`src/rtl/alu_op_scheduler.sv`:
```
// Two-requester round-robin front end for a shared integer ALU with iterative mul/div.
// Each accepted op runs to a registered, tagged response before the next grant.
module alu_op_scheduler #(
    parameter int WIDTH = 4
) (
    input  logic               clock_i,
    input  logic               reset_i,
    input  logic               req0_valid_i,
    output logic               req0_ready_o,
    input  logic [3:0]         req0_op_i,
    input  logic [WIDTH-1:0]   req0_a_i,
    input  logic [WIDTH-1:0]   req0_b_i,
    input  logic               req0_cin_i,
    input  logic               req1_valid_i,
    output logic               req1_ready_o,
    input  logic [3:0]         req1_op_i,
    input  logic [WIDTH-1:0]   req1_a_i,
    input  logic [WIDTH-1:0]   req1_b_i,
    input  logic               req1_cin_i,
    output logic               rsp_valid_o,
    input  logic               rsp_ready_i,
    output logic               rsp_id_o,
    output logic [2*WIDTH-1:0] rsp_result_o,
    output logic               rsp_carry_o,
    output logic               rsp_zero_o,
    output logic               rsp_err_o,
    output logic               busy_o
);
    localparam int W2 = 2 * WIDTH;
    localparam int CW = (WIDTH > 1) ? $clog2(WIDTH) : 1;
    localparam logic [3:0] OP_ADD = 4'b0111;
    localparam logic [3:0] OP_SUB = 4'b1000;
    localparam logic [3:0] OP_MUL = 4'b1001;
    localparam logic [3:0] OP_DIV = 4'b1010;

    typedef enum logic [1:0] {IDLE, EXEC, ITER, RESP} state_t;

    state_t           state_q, state_d;
    logic             last_grant_q, last_grant_d;
    logic [3:0]       op_q, op_d;
    logic [WIDTH-1:0] a_q, a_d, b_q, b_d, opb_q, opb_d;
    logic             cin_q, cin_d, id_q, id_d;
    logic [W2-1:0]    acc_q, acc_d, opa_q, opa_d;
    logic [CW-1:0]    cnt_q, cnt_d;
    logic             rsp_valid_q, rsp_valid_d, rsp_id_q, rsp_id_d;
    logic             rsp_carry_q, rsp_carry_d, rsp_zero_q, rsp_zero_d, rsp_err_q, rsp_err_d;
    logic [W2-1:0]    rsp_result_q, rsp_result_d;

    logic             grant0, grant1, accept;
    logic [3:0]       sel_op;
    logic [WIDTH-1:0] sel_a, sel_b;
    logic             sel_cin;

    // Tie goes to whichever requester was not granted last.
    always_comb begin
        grant0  = (state_q == IDLE) && req0_valid_i && (!req1_valid_i || last_grant_q);
        grant1  = (state_q == IDLE) && req1_valid_i && (!req0_valid_i || !last_grant_q);
        accept  = grant0 || grant1;
        sel_op  = grant1 ? req1_op_i  : req0_op_i;
        sel_a   = grant1 ? req1_a_i   : req0_a_i;
        sel_b   = grant1 ? req1_b_i   : req0_b_i;
        sel_cin = grant1 ? req1_cin_i : req0_cin_i;
    end

    logic [WIDTH:0]   sum_w, diff_w;
    logic [WIDTH-1:0] exec_lo;
    logic             exec_carry;
    always_comb begin
        sum_w      = {1'b0, a_q} + {1'b0, b_q} + {{WIDTH{1'b0}}, cin_q};
        diff_w     = {1'b0, a_q} - {1'b0, b_q};
        exec_lo    = '0;
        exec_carry = 1'b0;
        case (op_q)
            4'b0000: exec_lo = a_q & b_q;
            4'b0001: exec_lo = ~(a_q & b_q);
            4'b0010: exec_lo = a_q | b_q;
            4'b0011: exec_lo = ~(a_q | b_q);
            4'b0100: exec_lo = a_q ^ b_q;
            4'b0101: exec_lo = ~(a_q ^ b_q);
            4'b0110: exec_lo = ~a_q;
            OP_ADD:  begin exec_lo = sum_w[WIDTH-1:0];  exec_carry = sum_w[WIDTH];  end
            OP_SUB:  begin exec_lo = diff_w[WIDTH-1:0]; exec_carry = diff_w[WIDTH]; end
            default: exec_lo = '0;
        endcase
    end

    // One shift-add or restoring-division step; acc holds product or remainder,
    // opa holds the shifting multiplicand or the quotient being built.
    logic [W2-1:0]    mul_acc;
    logic [WIDTH:0]   rem_sh, trial, rem_n;
    logic [WIDTH-1:0] quo_n;
    always_comb begin
        mul_acc = acc_q + (opb_q[0] ? opa_q : '0);
        rem_sh  = {acc_q[WIDTH-1:0], opa_q[WIDTH-1]};
        trial   = rem_sh - {1'b0, b_q};
        rem_n   = trial[WIDTH] ? rem_sh : trial;
        quo_n   = {opa_q[WIDTH-2:0], ~trial[WIDTH]};
    end

    always_comb begin
        state_d      = state_q;
        last_grant_d = last_grant_q;
        op_d         = op_q;
        a_d          = a_q;
        b_d          = b_q;
        cin_d        = cin_q;
        id_d         = id_q;
        acc_d        = acc_q;
        opa_d        = opa_q;
        opb_d        = opb_q;
        cnt_d        = cnt_q;
        rsp_valid_d  = rsp_valid_q;
        rsp_id_d     = rsp_id_q;
        rsp_result_d = rsp_result_q;
        rsp_carry_d  = rsp_carry_q;
        rsp_zero_d   = rsp_zero_q;
        rsp_err_d    = rsp_err_q;
        case (state_q)
            IDLE: begin
                if (accept) begin
                    last_grant_d = grant1;
                    id_d         = grant1;
                    op_d         = sel_op;
                    a_d          = sel_a;
                    b_d          = sel_b;
                    cin_d        = sel_cin;
                    acc_d        = '0;
                    opa_d        = {{WIDTH{1'b0}}, sel_a};
                    opb_d        = sel_b;
                    cnt_d        = '0;
                    if (sel_op > OP_DIV) begin
                        state_d      = RESP;
                        rsp_valid_d  = 1'b1;
                        rsp_id_d     = grant1;
                        rsp_result_d = '0;
                        rsp_carry_d  = 1'b0;
                        rsp_zero_d   = 1'b1;
                        rsp_err_d    = 1'b1;
                    end else if (sel_op == OP_MUL || sel_op == OP_DIV) begin
                        state_d = ITER;
                    end else begin
                        state_d = EXEC;
                    end
                end
            end
            EXEC: begin
                state_d      = RESP;
                rsp_valid_d  = 1'b1;
                rsp_id_d     = id_q;
                rsp_result_d = {{WIDTH{1'b0}}, exec_lo};
                rsp_carry_d  = exec_carry;
                rsp_zero_d   = (exec_lo == '0);
                rsp_err_d    = 1'b0;
            end
            ITER: begin
                cnt_d = cnt_q + 1'b1;
                if (op_q == OP_MUL) begin
                    acc_d = mul_acc;
                    opa_d = opa_q << 1;
                    opb_d = opb_q >> 1;
                end else begin
                    acc_d = {{(W2-WIDTH-1){1'b0}}, rem_n};
                    opa_d = {{WIDTH{1'b0}}, quo_n};
                end
                if (cnt_q == CW'(WIDTH - 1)) begin
                    state_d     = RESP;
                    rsp_valid_d = 1'b1;
                    rsp_id_d    = id_q;
                    rsp_carry_d = 1'b0;
                    if (op_q == OP_MUL) begin
                        rsp_result_d = mul_acc;
                        rsp_err_d    = 1'b0;
                    end else begin
                        rsp_result_d = {rem_n[WIDTH-1:0], quo_n};
                        rsp_err_d    = (b_q == '0);
                    end
                    rsp_zero_d = (rsp_result_d == '0);
                end
            end
            RESP: begin
                if (rsp_ready_i) begin
                    state_d     = IDLE;
                    rsp_valid_d = 1'b0;
                end
            end
            default: state_d = IDLE;
        endcase
    end

    always_ff @(posedge clock_i) begin
        if (reset_i) begin
            state_q      <= IDLE;
            last_grant_q <= 1'b1;
            op_q         <= '0;
            a_q          <= '0;
            b_q          <= '0;
            cin_q        <= 1'b0;
            id_q         <= 1'b0;
            acc_q        <= '0;
            opa_q        <= '0;
            opb_q        <= '0;
            cnt_q        <= '0;
            rsp_valid_q  <= 1'b0;
            rsp_id_q     <= 1'b0;
            rsp_result_q <= '0;
            rsp_carry_q  <= 1'b0;
            rsp_zero_q   <= 1'b0;
            rsp_err_q    <= 1'b0;
        end else begin
            state_q      <= state_d;
            last_grant_q <= last_grant_d;
            op_q         <= op_d;
            a_q          <= a_d;
            b_q          <= b_d;
            cin_q        <= cin_d;
            id_q         <= id_d;
            acc_q        <= acc_d;
            opa_q        <= opa_d;
            opb_q        <= opb_d;
            cnt_q        <= cnt_d;
            rsp_valid_q  <= rsp_valid_d;
            rsp_id_q     <= rsp_id_d;
            rsp_result_q <= rsp_result_d;
            rsp_carry_q  <= rsp_carry_d;
            rsp_zero_q   <= rsp_zero_d;
            rsp_err_q    <= rsp_err_d;
        end
    end

    assign req0_ready_o = grant0;
    assign req1_ready_o = grant1;
    assign rsp_valid_o  = rsp_valid_q;
    assign rsp_id_o     = rsp_id_q;
    assign rsp_result_o = rsp_result_q;
    assign rsp_carry_o  = rsp_carry_q;
    assign rsp_zero_o   = rsp_zero_q;
    assign rsp_err_o    = rsp_err_q;
    assign busy_o       = (state_q != IDLE);
endmodule

```
`config.mk`:
```
export PLATFORM = sky130hd
export DESIGN_NAME = alu_op_scheduler
export DESIGN_NICKNAME = d
export VERILOG_FILES = /design/src/rtl/alu_op_scheduler.sv
export SDC_FILE = /design/constraint.sdc
export NUM_CORES = 1
export LEC_CHECK = 0
export ABC_AREA = 1
export CORE_AREA = 2 2 93 95
export CTS_BUF_LIST = sky130_fd_sc_hd__clkbuf_16
export DETAILED_ROUTE_END_ITERATION = 10
export DIE_AREA = 0 0 95 97
export PLACE_DENSITY = 0.72
export SYNTH_ARGS = -nofsm -noshare
export SYNTH_HDL_FRONTEND = slang
export SYNTH_SLANG_ARGS = --single-unit
```
`constraint.sdc`:
```
create_clock -name clock_i -period 6.51 [get_ports clock_i]
set_input_delay 1.302 -clock clock_i [delete_from_list [all_inputs] [get_ports clock_i]]
set_output_delay 1.302 -clock clock_i [all_outputs]
set_load 0.02 [all_outputs]
```
After elaboration in Yosys (flattened, before gate mapping) --
Cells that the tools add are included.
Storage, ports and cells: logic and storage cells 127, bits in latches 0, register bits 52, input bits 31, ROM bits 0, bits in writable memories 0, output and inout bits 16, memories kept 0
Cells by class: bitwise gates (word level) 8, div/mod/pow operators 0, magnitude comparators 1, multipliers 0, reductions and logical operators 25, shift operators 0, add/sub/neg operators 6, equality and inequality tests 20, mux-type cells 50
Operator list (number):
- 8-bit two-way mux | 11
- 4-bit one-hot mux with 9 select lines | 1
- 8-bit one-hot mux with 2 select lines | 2
- 8-bit one-hot mux with 3 select lines | 1
- 4-bit two-way mux | 5
- 4-bit by 3-bit == test with 1-bit output, second input constant | 4
- 4-bit == test, second input constant | 4
- 4-bit inverter | 4
- 1-bit two-way mux | 14
- 4-bit zero test | 3
- 2-bit two-way mux | 6
- 1-bit one-hot mux with 3 select lines | 4
- 8-bit adder | 1
- 4-bit by 2-bit == test with 1-bit output, second input constant | 2
- 8-bit zero test | 1
- 2-bit != test, second input constant | 4
- 2-bit one-hot mux with 4 select lines | 1
- 4-bit one-hot mux with 2 select lines | 1
- 4-bit AND reduction | 2
- 2-bit == test, second input constant | 3
- 3-bit AND reduction | 2
- 4-bit by 4-bit adder with 5-bit output | 1
- 5-bit by 1-bit adder with 5-bit output | 1
- 5-bit two-way mux | 1
- other kinds (21) | 31

Logic depth before layout (Yosys ltp) --
Gate-level depths: netlist of run 1.
word-level depth 10, depth in mapped cells 17, mapped depth without buffers 16

Least setup slack after synthesis of run 1 --
No wires, ideal clock.
path type input to output, from input req0_valid_i, to output req0_ready_o, data arrival time 1.718 ns, slack 3.490 ns, stages 2, cells stage by stage nand2_1 a21oi_1
Between the ends: longest elaborated chain between the ends 2
Ends and longest elaborated chain:
- start: declaration | RTL line 8 | input logic req0_valid_i,
- 1-bit logical AND (2 in series) | RTL line 56 | grant0 = (state_q == IDLE) && req0_valid_i && (!req1_valid_i || last_grant_q);
- end: declaration | RTL line 9 | output logic req0_ready_o,
No other way between the ends.

Worst setup path in the final report of run 1 --
from input req1_valid_i, to output req1_ready_o
Between the ends: longest elaborated chain between the ends 2
Ends and longest elaborated chain:
- start: declaration | RTL line 14 | input logic req1_valid_i,
- 1-bit logical AND (2 in series) | RTL line 57 | grant1 = (state_q == IDLE) && req1_valid_i && (!req0_valid_i || !last_grant_q);
- end: declaration | RTL line 15 | output logic req1_ready_o,
No other way between the ends.

==> impl_metrics.ini, run 1 <==
[clocking]
cts_buffers = 5
h-tree-depth = 2
path_clk_slew_ns = 0.07
clock-sinks = 52
post_cts_buffers = 0
clockRootBuffer = clkbuf_16
ctsHoldBuffers = 0
ctsLongestPathBuffers = 2
cts_resized = 0
clock_latency_ns = 0.29
tritoncts = built

[drt]
route.detailed.drc = 0
drt-vias-per-instance = 5.228
vias = 3853
drt-initial-drc-count = 218
drt.antenna.violating_nets = 0
wire_per_inst_um = 13.83
wl_mm = 10.19
dr.pass1.iters = 7

[critical_path]
cp-end-kind = primary output
required_ns = 5.21
criticalPathCategory = primary input to primary output
arrival_ns = 2.85
start_kind = primary input
cp_max_fo = 18
r2r.worst_path.cells = 8

[place]
placed_cell_area_um2 = 4527
routabilityCongestion = 0.9661
port_buffers = 46
hpwl_mm = 7.918
place_ws_ns = 2.356
dpl.cell_count = 729

[global_route]
gr-total-overflow = 0
grt_pass1_vias = 3693
grt_pass1_wl_mm = 17.51
use_met2_pct = 38.52
grt.total_usage_pct = 23.66
grt_max_degree = 31
grt_util_met3_pct = 4.283
met1_usage_pct = 32.22
top_usage_layer = met2
antenna_found_initial = 0

[synth]
synthMuxAreaShare_pct = 0.9926
synth_top_family_by_area = simple AND/OR/NAND/NOR gates
ys_seq_elements = 52
synthXorXnorAreaFrac_pct = 1.086
synth_compound_area_share_pct = 15.88
syn_inst = 594
synth_top_area_cell = dfxtp_1
netlist_area_um2 = 4034
synth_simple_gate_area_share_pct = 33.41
synth.distinct_cells = 40
ys_seq_area_share_pct = 25.81
syn_nets = 661
yosysWarnings = 0
yosys.area_share.adder_pct = 12.10
postSynthAreaPerCell_um2 = 6.791
synth_top_area_share_pct = 25.81
ys_top_cells_by_area = dfxtp_1 (26%), nand2_1 (14%), ha_1 (9.6%)

[floorplanning]
core_um2 = 8134
io_pins = 47
die_h_um = 97
dieArea_um2 = 9215
initial_utilization_pct = 49.59
fp.dieW_um = 95
std_cell_rows = 33

[cells_and_area]
fin_cells = 737
nets = 698
drive_gt1_share_pct = 9.810
area_delta_synth_final_pct = 15.69
fin_util_pct = 57.38
diodes = 0
final_common_cell = nand2_1
final_cell_mix = nand2_1 (153), inv_1 (79), nand3_1 (57)
finish.instance_area_um2 = 4667
fillerInstances = 799

[timing]
setup_tns_ns = 0
period_minus_slack_ns = 4.152
grt_setup_unrepaired = false
worst_slew_pin_slew_ns = 0.8868
finalHoldViolCount = 0
timing.final.crit_share_pct = 63.77
fin_skew_ns = 0.002858
clock.fmax_mhz = 240.9
finalWorstSetupSlack_ns = 2.358
setup_violations = 0
max_slew_margin_pct = 40.82
maxSlewViolCount = 0

[min_path]
whs_path_depth = 2
hp-class = flop to flop

[outcome]
status = completed

[run]
drv_cap = 0

[pwr]
power.density_nw_per_um2 = 401.2
ir_drop_v = 0.0003546
p_leak_nw = 2.279
## through the flow
step	power, W	hold WS [ns]
floorplan	0.001345	0.4284
global placement	0.001587	0.4449
detailed placement	0.001605	0.4549
CTS	0.001870	0.4655
global route	0.002055	0.4841
finish	0.001872	0.4668
## flip-flops by register name, indices dropped and copies added (netlist names), 2 cells and up
name	flops
acc_q	8
opa_q	8
opb_q	4
op_q	4
cnt_q	2
state_q	2
b_q	4
a_q	4
rsp_result_o	8
## metal layers
metal / share of wire, % / vias up / routed length, um
li1: - / 1995 / -
met1: 47 / 1749 / 4800
met2: 47 / 90 / 4780
met3: 4.6 / 19 / 472
met4: 1.4 / 0 / 139
met5: 0 / - / 0
## cells in the mapped netlist (all sizes together)
cell type	number
a21boi	1
a21o	1
a21oi	50
a31oi	5
buf	8
clkbuf	9
clkinv	1
dfxtp	52
fa	5
ha	31
inv	84
mux2i	4
nand2	173
nand3	60
nand3b	2
nand4	4
nor2	45
o211ai	17
o21a	1
o21ai	30
o22ai	1
o31ai	1
or2	4
xnor2	2
xor2	3
## final cells by class
class                   instances  area, um2  share of cell area, %
flip-flops and latches         52       1041                  22.31
clock buffers                   5      125.1                  2.681
clock inverters                 3      15.01                 0.3217
multi-input cells             440       2560                  54.85
repair buffers                 47      467.9                  10.03
inverters                      85      326.6                  6.997
well taps                     105      131.4                  2.815
## cell families after synthesis
group / Yosys count
adder cells (fa/ha/maj): 36
AO/OA/AOI/OAI: 107
XOR/XNOR: 5
multiplexers: 4
AND/OR/NAND/NOR: 288
flip-flops: 52
buffers and inverters: 102
## worst max-delay path, cell delays in order
cell and delay, ns:
clkdlybuf4s50_1 0.57, nand2_4 0.08, clkinv_4 0.08, nand2_8 0.11
inv_4 0.11, clkdlybuf4s50_1 0.60
## power breakdown
group	total [W]	switching, W	leakage (nW)	internal (W)
Sequential	0.000491	0.0000916	0.427	0.000399
Clock	0.000256	0.000117	0.0687	0.000140
Combinational	0.00112	0.000744	1.78	0.000381
## worst paths after layout
| path | startpoint | end | slack, ns |
|---|---|---|---|
| max reg2reg | state_q[0] | opb_q[2] | 3.85 |
| max | req1_valid_i | req1_ready_o | 2.36 |
| min | opa_q[7] | opa_q[7] | 0.47 |
| min reg2reg | opa_q[7] | opa_q[7] | 0.47 |
Note: power is estimated with default switching activity, not from simulation.
==> run 2, diff against run 1 <==
==> constraint.sdc (replaced) <==
create_clock -name clock_i -period 3.9 [get_ports clock_i]
set_input_delay 0.78 -clock clock_i [delete_from_list [all_inputs] [get_ports clock_i]]
set_output_delay 0.78 -clock clock_i [all_outputs]
set_load 0.02 [all_outputs]
==> impl_metrics.ini, run 2 (synthesis gave the netlist of run 1 again) <==
[timing]
clock.fmax_mhz = 321.3
setup_tns_ns = 0
worst_slew_pin_slew_ns = 0.8698
period_minus_slack_ns = 3.112
max_slew_margin_pct = 41.95
fin_skew_ns = 0.004600
setup_violations = 0
timing.final.crit_share_pct = 79.80
grt_setup_unrepaired = false
finalHoldViolCount = 0
maxSlewViolCount = 0

[drt]
vias = 3886
wl_mm = 10.14
drt-initial-drc-count = 305
wire_per_inst_um = 13.74
route.detailed.drc = 0
drt-vias-per-instance = 5.266
dr.pass1.iters = 5
drt.antenna.violating_nets = 0

[pwr]
finalPower_w = 0.003194
power.density_nw_per_um2 = 679.2
p_leak_nw = 2.297
ir_drop_v = 0.0005052

[min_path]
whs_path_depth = 2
hp-class = flop to flop

[place]
hpwl_mm = 7.939
port_buffers = 46
routabilityCongestion = 0.8849

[cells_and_area]
fin_util_pct = 57.81
diodes = 0
fillerInstances = 792
final_common_cell = nand2_1
area_delta_synth_final_pct = 16.56
drive_gt1_share_pct = 10.11
final_cell_mix = nand2_1 (153), inv_1 (78), nand3_1 (57)
nets = 699

[global_route]
grt_pass1_wl_mm = 17.40
gr-total-overflow = 0
grt_pass1_vias = 3668
antenna_found_initial = 0
grt.total_usage_pct = 23.57
grt_max_degree = 31

[clocking]
tritoncts = built
path_clk_slew_ns = 0.07
ctsLongestPathBuffers = 2
clockRootBuffer = clkbuf_16
cts_buffers = 5
clock_latency_ns = 0.30
post_cts_buffers = 0
cts_resized = 0
clock-sinks = 52
h-tree-depth = 2
ctsHoldBuffers = 0

[critical_path]
cp_max_fo = 18
r2r.worst_path.cells = 8
start_kind = primary input
cp_slowest_stage_delay_ns = 0.61
required_ns = 3.12
cp-end-kind = primary output
critPathMostFrequentCell = clkdlybuf4s50_1
arrival_ns = 2.33
crit_chain = clkdlybuf4s50_1 > nand2_4 > clkinv_4 > nand2_8 > inv_4 > clkdlybuf4s50_1
crit_slowest_cell = clkdlybuf4s50_1
criticalPathCategory = primary input to primary output

[floorplanning]
fp.dieW_um = 95
core_um2 = 8134
initial_utilization_pct = 49.59
std_cell_rows = 33
dieArea_um2 = 9215
die_h_um = 97
io_pins = 47

[outcome]
status = completed

[run]
drv_cap = 0
run 2: worst max-delay path: cells and delay by family:
kind	cells	cell delay, ns
buffers and inverters	4	1.37
and+or+nand+nor	2	0.19
run 2: worst paths after layout:
path | from | to | slack, ns
setup / recovery | req1_valid_i | req1_ready_o | 0.79
hold / removal | id_q | id_q | 0.46
setup reg to reg | state_q[0] | opb_q[2] | 1.27
hold reg to reg | id_q | id_q | 0.46
run 2: layout make-up:
type,instances,area [um2],area share (%)
multi-input cells,440,2560,54.44
flip-flops and latches,52,1041,22.14
repair buffers,48,475.5,10.11
inverters,85,326.6,6.945
well taps,105,131.4,2.794
clock buffers,5,125.1,2.661
clock inverters,3,42.54,0.9047
run 2: power breakdown:
group	internal (W)	total, W	leakage, nW	switching (W)
clock network	0.000302	0.000505	0.0814	0.000203
registers	0.000667	0.000823	0.427	0.000156
logic	0.000640	0.00187	1.79	0.00123
run 2: per-layer routing:
metal	part of all wire (%)	GRT usage (%)
met5	0	0
met4	1.4	6.577
met3	4.3	3.037
met2	47	37.86
met1	47	32.98
run 2: through the flow:
stage	hold WS [ns]	cells	cell area (um2)	setup WS [ns]
after global placement	0.4450	730	4534	0.8059
final	0.4604	738	4702	0.7876
after detailed placement	0.4497	730	4534	0.7711
after CTS	0.4602	738	4702	0.7733
after global routing	0.4862	738	4702	0.7125
after floorplan	0.4284	594	4034	1.712
